[src/rtl/regfile_dump_reader.sv]
// rtl/regfile_dump_reader.sv - streams a register index range out of the register file read port
module regfile_dump_reader #(
    parameter int NUM_REGS = 32,
    parameter int ADDR_W   = 5,
    parameter int DATA_W   = 32
) (
    input  logic              clk,
    input  logic              rst,
    input  logic              start,
    input  logic [ADDR_W-1:0] first_idx,
    input  logic [ADDR_W-1:0] last_idx,
    output logic [ADDR_W-1:0] rf_addr,
    input  logic [DATA_W-1:0] rf_data,
    output logic              rf_hold,
    output logic              busy,
    output logic              done,
    output logic              m_valid,
    input  logic              m_ready,
    output logic [ADDR_W-1:0] m_index,
    output logic [DATA_W-1:0] m_data,
    output logic              m_last
);

    typedef enum logic [1:0] {
        S_IDLE  = 2'd0,
        S_RUN   = 2'd1,
        S_DRAIN = 2'd2
    } state_t;

    state_t              r_state;
    state_t              w_next_state;
    logic [ADDR_W-1:0]   r_ptr;
    logic [ADDR_W-1:0]   r_end;
    logic                r_m_valid;
    logic [ADDR_W-1:0]   r_m_index;
    logic [DATA_W-1:0]   r_m_data;
    logic                r_m_last;
    logic                r_done;

    logic                w_accept;
    logic                w_load;
    logic                w_at_end;
    logic                w_drain_done;
    logic [ADDR_W-1:0]   w_ptr_inc;

    // Pointer increment wraps modulo NUM_REGS, which need not be a power of two.
    assign w_ptr_inc = (r_ptr == ADDR_W'(NUM_REGS - 1)) ? '0 : r_ptr + 1'b1;

    // State register; reset abandons any dump in progress.
    always_ff @(posedge clk or negedge rst) begin
        if (!rst) begin
            r_state <= S_IDLE;
        end else begin
            r_state <= w_next_state;
        end
    end

    // Next-state and datapath strobes.
    always_comb begin
        w_next_state = r_state;
        w_accept     = 1'b0;
        w_load       = 1'b0;
        w_drain_done = 1'b0;
        w_at_end     = (r_ptr == r_end);
        rf_addr      = '0;
        case (r_state)
            S_IDLE: begin
                if (start) begin
                    w_accept     = 1'b1;
                    w_next_state = S_RUN;
                end
            end
            S_RUN: begin
                rf_addr = r_ptr;
                // Output register is free when empty or being drained this edge.
                if (!r_m_valid || m_ready) begin
                    w_load = 1'b1;
                    if (w_at_end) begin
                        w_next_state = S_DRAIN;
                    end
                end
            end
            S_DRAIN: begin
                if (m_ready) begin
                    w_drain_done = 1'b1;
                    w_next_state = S_IDLE;
                end
            end
            default: begin
                w_next_state = S_IDLE;
            end
        endcase
    end

    // Range pointers: latched on an accepted start, advanced on each loaded beat.
    always_ff @(posedge clk or negedge rst) begin
        if (!rst) begin
            r_ptr <= '0;
            r_end <= '0;
        end else if (w_accept) begin
            r_ptr <= first_idx;
            r_end <= last_idx;
        end else if (w_load && !w_at_end) begin
            r_ptr <= w_ptr_inc;
        end
    end

    // Output beat register and done pulse; x0 is forced to read as zero.
    always_ff @(posedge clk or negedge rst) begin
        if (!rst) begin
            r_m_valid <= 1'b0;
            r_m_index <= '0;
            r_m_data  <= '0;
            r_m_last  <= 1'b0;
            r_done    <= 1'b0;
        end else begin
            r_done <= w_drain_done;
            if (w_load) begin
                r_m_valid <= 1'b1;
                r_m_index <= r_ptr;
                r_m_data  <= (r_ptr == '0) ? '0 : rf_data;
                r_m_last  <= w_at_end;
            end else if (w_drain_done) begin
                r_m_valid <= 1'b0;
                r_m_last  <= 1'b0;
            end
        end
    end

    assign busy    = (r_state != S_IDLE);
    assign rf_hold = busy;
    assign done    = r_done;
    assign m_valid = r_m_valid;
    assign m_index = r_m_index;
    assign m_data  = r_m_data;
    assign m_last  = r_m_last;

endmodule

[config.mk]
export PLATFORM = sky130hd
export DESIGN_NAME = regfile_dump_reader
export DESIGN_NICKNAME = d
export VERILOG_FILES = /design/src/rtl/regfile_dump_reader.sv
export SDC_FILE = /design/constraint.sdc
export NUM_CORES = 1
export LEC_CHECK = 0
export ABC_CLOCK_PERIOD_IN_PS = 3000
export CORE_MARGIN = 2
export CORE_UTILIZATION = 45
export DETAILED_ROUTE_END_ITERATION = 10
export GPL_TIMING_DRIVEN = 0
export MAX_ROUTING_LAYER = met4
export PLACE_DENSITY = 0.85
export SLEW_MARGIN = 20
export SYNTH_ARGS = -nofsm -noshare
export SYNTH_HDL_FRONTEND = slang
export SYNTH_SLANG_ARGS = --single-unit
[constraint.sdc]
create_clock -name clk -period 3 [get_ports clk]
set_clock_uncertainty 0.2 [all_clocks]
set_input_delay 0.3 -clock clk [delete_from_list [all_inputs] [get_ports clk]]
set_output_delay 0.3 -clock clk [all_outputs]
set_load 0.03 [all_outputs]
==> results of run 1 <==
[sequential cells by signal, indices dropped and copies added (netlist names)]
name / count
done: 1
r_state: 2
m_data: 32
m_last: 1
r_ptr: 5
m_index: 5
m_valid: 1
r_end: 5
[cells in the mapped netlist (all sizes together), types with 2 or more instances]
| cell type | count | area (sq um) |
|---|---|---|
| dfrtp | 52 | 1300 |
| a22o | 32 | 280 |
| nand2 | 24 | 90.1 |
| nor2 | 9 | 33.8 |
| and2 | 6 | 37.5 |
| clkbuf | 6 | 22.5 |
| nand3 | 6 | 30.0 |
| buf | 5 | 27.5 |
| inv | 5 | 18.8 |
| o21ai | 5 | 28.8 |
| xnor2 | 4 | 35.0 |
| a21oi | 3 | 15.0 |
| ha | 3 | 37.5 |
| mux2 | 3 | 33.8 |
| a31oi | 2 | 12.5 |
| nand2b | 2 | 12.5 |
[power breakdown]
part | internal (W) | switching, W | leakage [nW]
logic | 0.000935 | 0.00116 | 0.729
clock network | 0.000166 | 0.000233 | 0.0414
registers | 0.00102 | 0.000222 | 0.636
total | 0.00212 | 0.00162 | 1.41
[through the flow]
stage | power (W) | instances | setup TNS [ps] | worst slack (ps) | utilization
finish | 0.00374 | 337 | 0 | 629 | 0.693
global route | 0.00395 | 337 | 0 | 566 | 0.693
CTS | 0.00376 | 337 | 0 | 605 | 0.693
detailed placement | 0.00335 | 328 | 0 | 830 | 0.672
global placement | 0.00330 | 328 | -1550 | -32.1 | 0.672
floorplan | 0.00248 | 182 | 0 | 1030 | -
[metal layers]
layer / track usage / vias up / wire length [um]
met5: - / - / 0
met4: 0.0761 / 0 / 140
met3: 0.0483 / 15 / 263
met2: 0.329 / 69 / 2670
met1: 0.272 / 845 / 2220
li1: - / 850 / -
[cells by family after synthesis]
family,synth area share
buffers and inverters,0.0321
and+or+nand+nor,0.125
AOI/OAI and AO/OA,0.181
adders and majority gates,0.0175
xor gates and xnor gates,0.0163
DFF,0.607
muxes,0.0204
[worst min-delay path by stage]
stage,endpoint,slack (ps),startpoint,cells after the start
after floorplan,done$_DFF_PN0_,-200,rst,0
after CTS,r_end[0]$_DFFE_PN0P_,310,last_idx[0],3
final,r_end[4]$_DFFE_PN0P_,310,r_end[4]$_DFFE_PN0P_,2
after global routing,m_index[2]$_DFFE_PN0P_,320,m_index[2]$_DFFE_PN0P_,1
after detailed placement,m_data[25]$_DFFE_PN0P_,170,rst,1
after global placement,m_index[1]$_DFFE_PN0P_,270,m_index[1]$_DFFE_PN0P_,2
[layout make-up]
| type | instances | share of cell area |
|---|---|---|
| buffer | 11 | 0.0155 |
| clock buffer | 6 | 0.0225 |
| clock inverter | 2 | 0.00504 |
| inverter | 5 | 0.00581 |
| multi-input combinational | 114 | 0.240 |
| sequential | 52 | 0.403 |
| tap | 54 | 0.0209 |
| timing repair buffer | 93 | 0.287 |
[cells in the final DEF, fill, tap and decap left out, types with 2 or more instances in the layout]
| cell | netlist | layout |
|---|---|---|
| sky130_fd_sc_hd__clkdlybuf4s50_1 | 0 | 91 |
| sky130_fd_sc_hd__dfrtp_1 | 52 | 52 |
| sky130_fd_sc_hd__a22o_1 | 32 | 32 |
| sky130_fd_sc_hd__nand2_1 | 24 | 24 |
| sky130_fd_sc_hd__nor2_1 | 9 | 9 |
| sky130_fd_sc_hd__clkbuf_1 | 6 | 7 |
| sky130_fd_sc_hd__and2_1 | 6 | 6 |
| sky130_fd_sc_hd__nand3_1 | 6 | 6 |
| sky130_fd_sc_hd__inv_1 | 5 | 5 |
| sky130_fd_sc_hd__clkbuf_8 | 0 | 5 |
| sky130_fd_sc_hd__buf_2 | 4 | 4 |
| sky130_fd_sc_hd__xnor2_1 | 4 | 4 |
| sky130_fd_sc_hd__o21ai_0 | 4 | 4 |
| sky130_fd_sc_hd__a21oi_1 | 3 | 3 |
| sky130_fd_sc_hd__mux2_2 | 3 | 3 |
| sky130_fd_sc_hd__ha_1 | 3 | 3 |
| sky130_fd_sc_hd__nand2b_1 | 2 | 2 |
| sky130_fd_sc_hd__a31oi_1 | 2 | 2 |
| sky130_fd_sc_hd__buf_4 | 1 | 2 |
[worst min-delay path, cell delays in order, from the launching register on]
cell and delay [ps]:
sky130_fd_sc_hd__dfrtp_1 370, sky130_fd_sc_hd__nand2_1 60, sky130_fd_sc_hd__nand2_1 50
[timing repair]
action,4_1_cts,5_1_grt
hold endpoints to repair,52,0
hold buffers,1,0
setup endpoints to repair,0,0
==> impl_metrics.tcl, run 1 <==
set metrics [dict create \
    run_status "finished, final reports clean" \
    synth_fp_nets 231 \
    dr_total_vias 1779 \
    synth_edf_count 0 \
    r2r_setup_slack_ps 840 \
    fillCellCount 335 \
    worst_hold_margin_ps 309 \
    crit_slowest_cell "sky130_fd_sc_hd__clkdlybuf4s50_1" \
    crit_family "buffers and inverters" \
    cts_tree "built" \
    crit_required_ps 2500 \
    critical_path_class "flop to output pin" \
    core_region_area_sq_um 4660 \
    route.detailed.wl_per_inst_um 15.7 \
    postPlaceCellArea_sq_um 3130 \
    grt_start_max_net_pins 53 \
    power.static_leakage_nw 1.41 \
    list_of_cells_traversed_by_the_critical_path "and2b_2, and2_1, clkdlybuf4s50_1" \
    hold_violations 0 \
    fin_nets 331 \
    timing.final.setup_violations 0 \
    synthesis.instances 182 \
    avgSynthCellArea_sq_um 11.8 \
    layout_min_cycle_time_ps 2370 \
    dieWidth_um 73.0 \
    mappedNetlistArea_sq_um 2140 \
    post_detailed_routing_wire_length_um 5300 \
    top_level_ports 93 \
    worst_pin_slew_ps 643 \
    insertion_delay_ps 310 \
    worst_r2r_path_depth 5 \
    dominant_synthesized_flop_cell "sky130_fd_sc_hd__dfrtp_1" \
    cp-start-kind "flop" \
    cts-buffers-inserted 5 \
    grt_pass1_wl_um 8400 \
    area_growth_syn_to_layout_pct 50.6 \
    critPathMaxFanout 7 \
    maximum_number_of_buffers_from_clock_root_to_sink 2 \
    clkSinkCount 52 \
    floorplan.rows 25 \
    vdd.ir_drop.worst_mv 0.677 \
    critPathLaunch "r_state[1]$_DFFE_PN0P_" \
    final_design_area_no_fill_sq_um 3230 \
    yosysSeqAreaShare 0.607 \
    drt_pre_antenna_iters 5 \
    relative_slew_slack 0.571 \
    floorplan.die_area_sq_um 5330 \
    crit_buf_inv 1 \
    timing.fmax_ghz 0.422 \
    rsz0062_at_grt "no" \
    synth_seq_cells 52 \
    path_clk_slew_ps 90 \
    critical_path_cell_count 3 \
    vias_in_the_first_global_route 1683 \
    multi_input_area_sq_um 774 \
    floorplan.initialDensity 0.460 \
    synth_cell_types 33 \
    post-route-drc-count 0 \
    portBuffers 92 \
    critical_path_data_arrival_time_ps 1870 \
    synth_warnings 0 \
    gp_congestion 0.807 \
    cts.repair_timing.setup_buffer_count 0 \
    starting_drt_drc_count 92 \
    hold_path_class "flop to flop" \
    globalRoute.totalOverflow 0 \
    route.antenna.remaining_nets 0 \
    cts_resized 0 \
    cts.htree.levels 2 \
    critPathMaxStageDelay_ps 680 \
    finalMaxSlewViolations 0 \
    detail_routed_via_count_per_cell 5.28 \
    max_cap_violations 0 \
    crit-reg2reg-capture "r_ptr[3]$_DFFE_PN0P_" \
    grt_overall_usage 0.212 \
    fraction_of_final_layout_cells_with_drive_strength_greater_than_1 0.0742 \
    cellPowerDensity_nw_per_um2 1160 \
    die_h_um 73.0 \
    synth-async-reset-ratio 1.00 \
    antenna_found_initial 0 \
    crit_path_end "rf_addr[4]" \
    flip_flop_and_latch_area_sq_um 1300 \
    dp_hpwl_um 3900 \
    cts-root-buf "sky130_fd_sc_hd__clkbuf_8" \
    finalCritPeriodShare 0.790 \
    cp-end-kind "output pin" \
    r2r_start "r_ptr[0]$_DFFE_PN0P_" \
    antenna_cells_inserted 0 \
]
No activity file was read; power rests on OpenSTA's default activity.
==> run 2: changes to the inputs <==
--- a/config.mk
+++ b/config.mk
@@ -5,13 +5,13 @@
 export SDC_FILE = /design/constraint.sdc
 export NUM_CORES = 1
 export LEC_CHECK = 0
-export ABC_CLOCK_PERIOD_IN_PS = 3000
+export ABC_CLOCK_PERIOD_IN_PS = 2100
 export CORE_MARGIN = 2
-export CORE_UTILIZATION = 45
+export CORE_UTILIZATION = 38
 export DETAILED_ROUTE_END_ITERATION = 10
 export GPL_TIMING_DRIVEN = 0
 export MAX_ROUTING_LAYER = met4
-export PLACE_DENSITY = 0.85
+export PLACE_DENSITY = 0.76
 export SLEW_MARGIN = 20
 export SYNTH_ARGS = -nofsm -noshare
 export SYNTH_HDL_FRONTEND = slang
==> constraint.sdc (replaced) <==
create_clock -name clk -period 2.1 [get_ports clk]
set_clock_uncertainty 0.2 [all_clocks]
set_input_delay 0.21 -clock clk [delete_from_list [all_inputs] [get_ports clk]]
set_output_delay 0.21 -clock clk [all_outputs]
set_load 0.03 [all_outputs]
==> run 2 against run 1 <==
Compared with the run above: count of clock-buffer cells in the layout rose by 1; register-to-register slack got worse by 780 ps; setup slack got worse by 570 ps; wire length barely moved; critical path depth grew 2; non-clock buffer count increased by 1; largest cell class unchanged; largest power group unchanged; highest routed layer unchanged.
==> impl_metrics.tcl, run 2 (same netlist as run 1, synthesis figures left out) <==
set metrics [dict create \
    fin_nets 332 \
    relative_slew_slack 0.569 \
    postPlaceCellArea_sq_um 3150 \
    grt_start_max_net_pins 53 \
    maximum_number_of_buffers_from_clock_root_to_sink 2 \
    dp_hpwl_um 3860 \
    power.static_leakage_nw 1.42 \
    antenna_cells_inserted 0 \
    core_region_area_sq_um 5470 \
    finalMaxSlewViolations 0 \
    floorplan.rows 27 \
    layout_min_cycle_time_ps 2040 \
    starting_drt_drc_count 71 \
    die_h_um 79.1 \
    cp-start-kind "flop" \
    layout.core_utilization 0.596 \
    path_clk_slew_ps 90 \
    critical_path_data_arrival_time_ps 2070 \
    gp_congestion 0.813 \
    dieWidth_um 79.1 \
    final_design_area_no_fill_sq_um 3260 \
    cts-root-buf "sky130_fd_sc_hd__clkbuf_8" \
    crit_required_ps 2120 \
    fraction_of_final_layout_cells_with_drive_strength_greater_than_1 0.0880 \
    worst_pin_slew_ps 646 \
    timing.final.setup_violations 0 \
    timing.fmax_ghz 0.489 \
    grt_pass1_wl_um 8690 \
    cellPowerDensity_nw_per_um2 1630 \
    hold_violations 0 \
    crit_family "simple AND/OR/NAND/NOR gates" \
    list_of_cells_traversed_by_the_critical_path "ha_1, and3_1, ha_2, or4_1, a31oi_1" \
    critPathMaxStageDelay_ps 500 \
    dpl.cell_count 346 \
    insertion_delay_ps 300 \
    critPathMaxFanout 7 \
    final_cell_mix "sky130_fd_sc_hd__clkdlybuf4s50_1 (85), sky130_fd_sc_hd__dfrtp_1 (50), sky130_fd_sc_hd__a22o_1 (32)" \
    cts.htree.levels 2 \
    vias_in_the_first_global_route 1754 \
    grt_overall_usage 0.185 \
    post_detailed_routing_wire_length_um 5300 \
    vdd.ir_drop.worst_mv 0.662 \
    rsz0062_at_grt "no" \
    worst_hold_margin_ps 232 \
    crit_slowest_cell "sky130_fd_sc_hd__or4_1" \
    critical_path_class "flop to flop" \
    post-route-drc-count 0 \
    clkSinkCount 52 \
    run_status "finished, final reports clean" \
    hold_path_class "primary input to flop" \
    top_level_ports 93 \
    floorplan.die_area_sq_um 6260 \
    floorplan.initialDensity 0.392 \
    cts-buffers-inserted 5 \
    crit_buf_inv 0 \
    layoutNonFillerInstCount 356 \
    largest_register_ffs 32 \
    portBuffers 92 \
    power_w 0.00531 \
    route.detailed.wl_per_inst_um 14.9 \
    max_cap_violations 0 \
    fillCellCount 488 \
    detail_routed_via_count_per_cell 4.92 \
    dr_total_vias 1750 \
    drt_pre_antenna_iters 4 \
    cp-end-kind "flop" \
    cts_tree "built" \
    area_growth_syn_to_layout_pct 52.1 \
    layout_commonest_cell "sky130_fd_sc_hd__clkdlybuf4s50_1" \
    globalRoute.totalOverflow 0 \
    antenna_found_initial 0 \
    route.antenna.remaining_nets 0 \
    finalCritPeriodShare 0.973 \
]
-- run 2: per-stage QoR --
step                setup TNS [ps]  setup WS (ps)
floorplan                        0            131
global placement            -48250           -931
detailed placement           -11.2          -11.2
CTS                              0           9.68
global route                     0           5.00
finish                           0           56.7
-- run 2: tightest hold or removal path, stage by stage --
cell	delay [ps]
sky130_fd_sc_hd__clkdlybuf4s50_1	400
sky130_fd_sc_hd__nand2_1	60
sky130_fd_sc_hd__nand2_1	40
-- run 2: area by class of cell --
cell class	instances	area, sq um	share of cell area
flip-flops and latches	52	1300	0.400
repair buffers	94	928	0.285
multi-input cells	114	777	0.238
well taps	72	90.1	0.0276
clock buffers	7	86.3	0.0265
plain buffers	11	50.0	0.0153
inverters	5	18.8	0.00575
clock inverters	1	7.51	0.00230
-- run 2: timing repair --
item	in CTS	in global routing
pin swaps	0	0
hold buffers	1	0
setup endpoints to repair	7	2
gates resized for setup	8	1
endpoints found under the hold margin	52	0
buffers inserted	0	1
-- run 2: power by group --
part	leakage (nW)	internal, W	switching (W)
clock	0.0445	0.000268	0.000316
combinational	0.744	0.00130	0.00164
sequential	0.634	0.00146	0.000316
total	1.42	0.00304	0.00228
-- run 2: path summary, 6_finish.rpt --
kind | from | to | slack, ps | depth (start not counted)
max | r_ptr[1]$_DFFE_PN0P_ | r_ptr[3]$_DFFE_PN0P_ | 60 | 5
min | last_idx[0] | r_end[0]$_DFFE_PN0P_ | 230 | 3
max reg2reg | r_ptr[1]$_DFFE_PN0P_ | r_ptr[3]$_DFFE_PN0P_ | 60 | 5
min reg2reg | m_index[0]$_DFFE_PN0P_ | m_index[0]$_DFFE_PN0P_ | 300 | 2
max in group asynchronous | rst | r_ptr[0]$_DFFE_PN0P_ | 960 | 2
min in group asynchronous | rst | r_end[3]$_DFFE_PN0P_ | 280 | 2
-- run 2: routing by layer --
metal	global-route usage	vias up	part of all wire
li1	-	849	-
met1	0.236	846	0.46
met2	0.290	51	0.49
met3	0.0420	4	0.044
met4	0.0672	0	0.011
met5	-	-	0
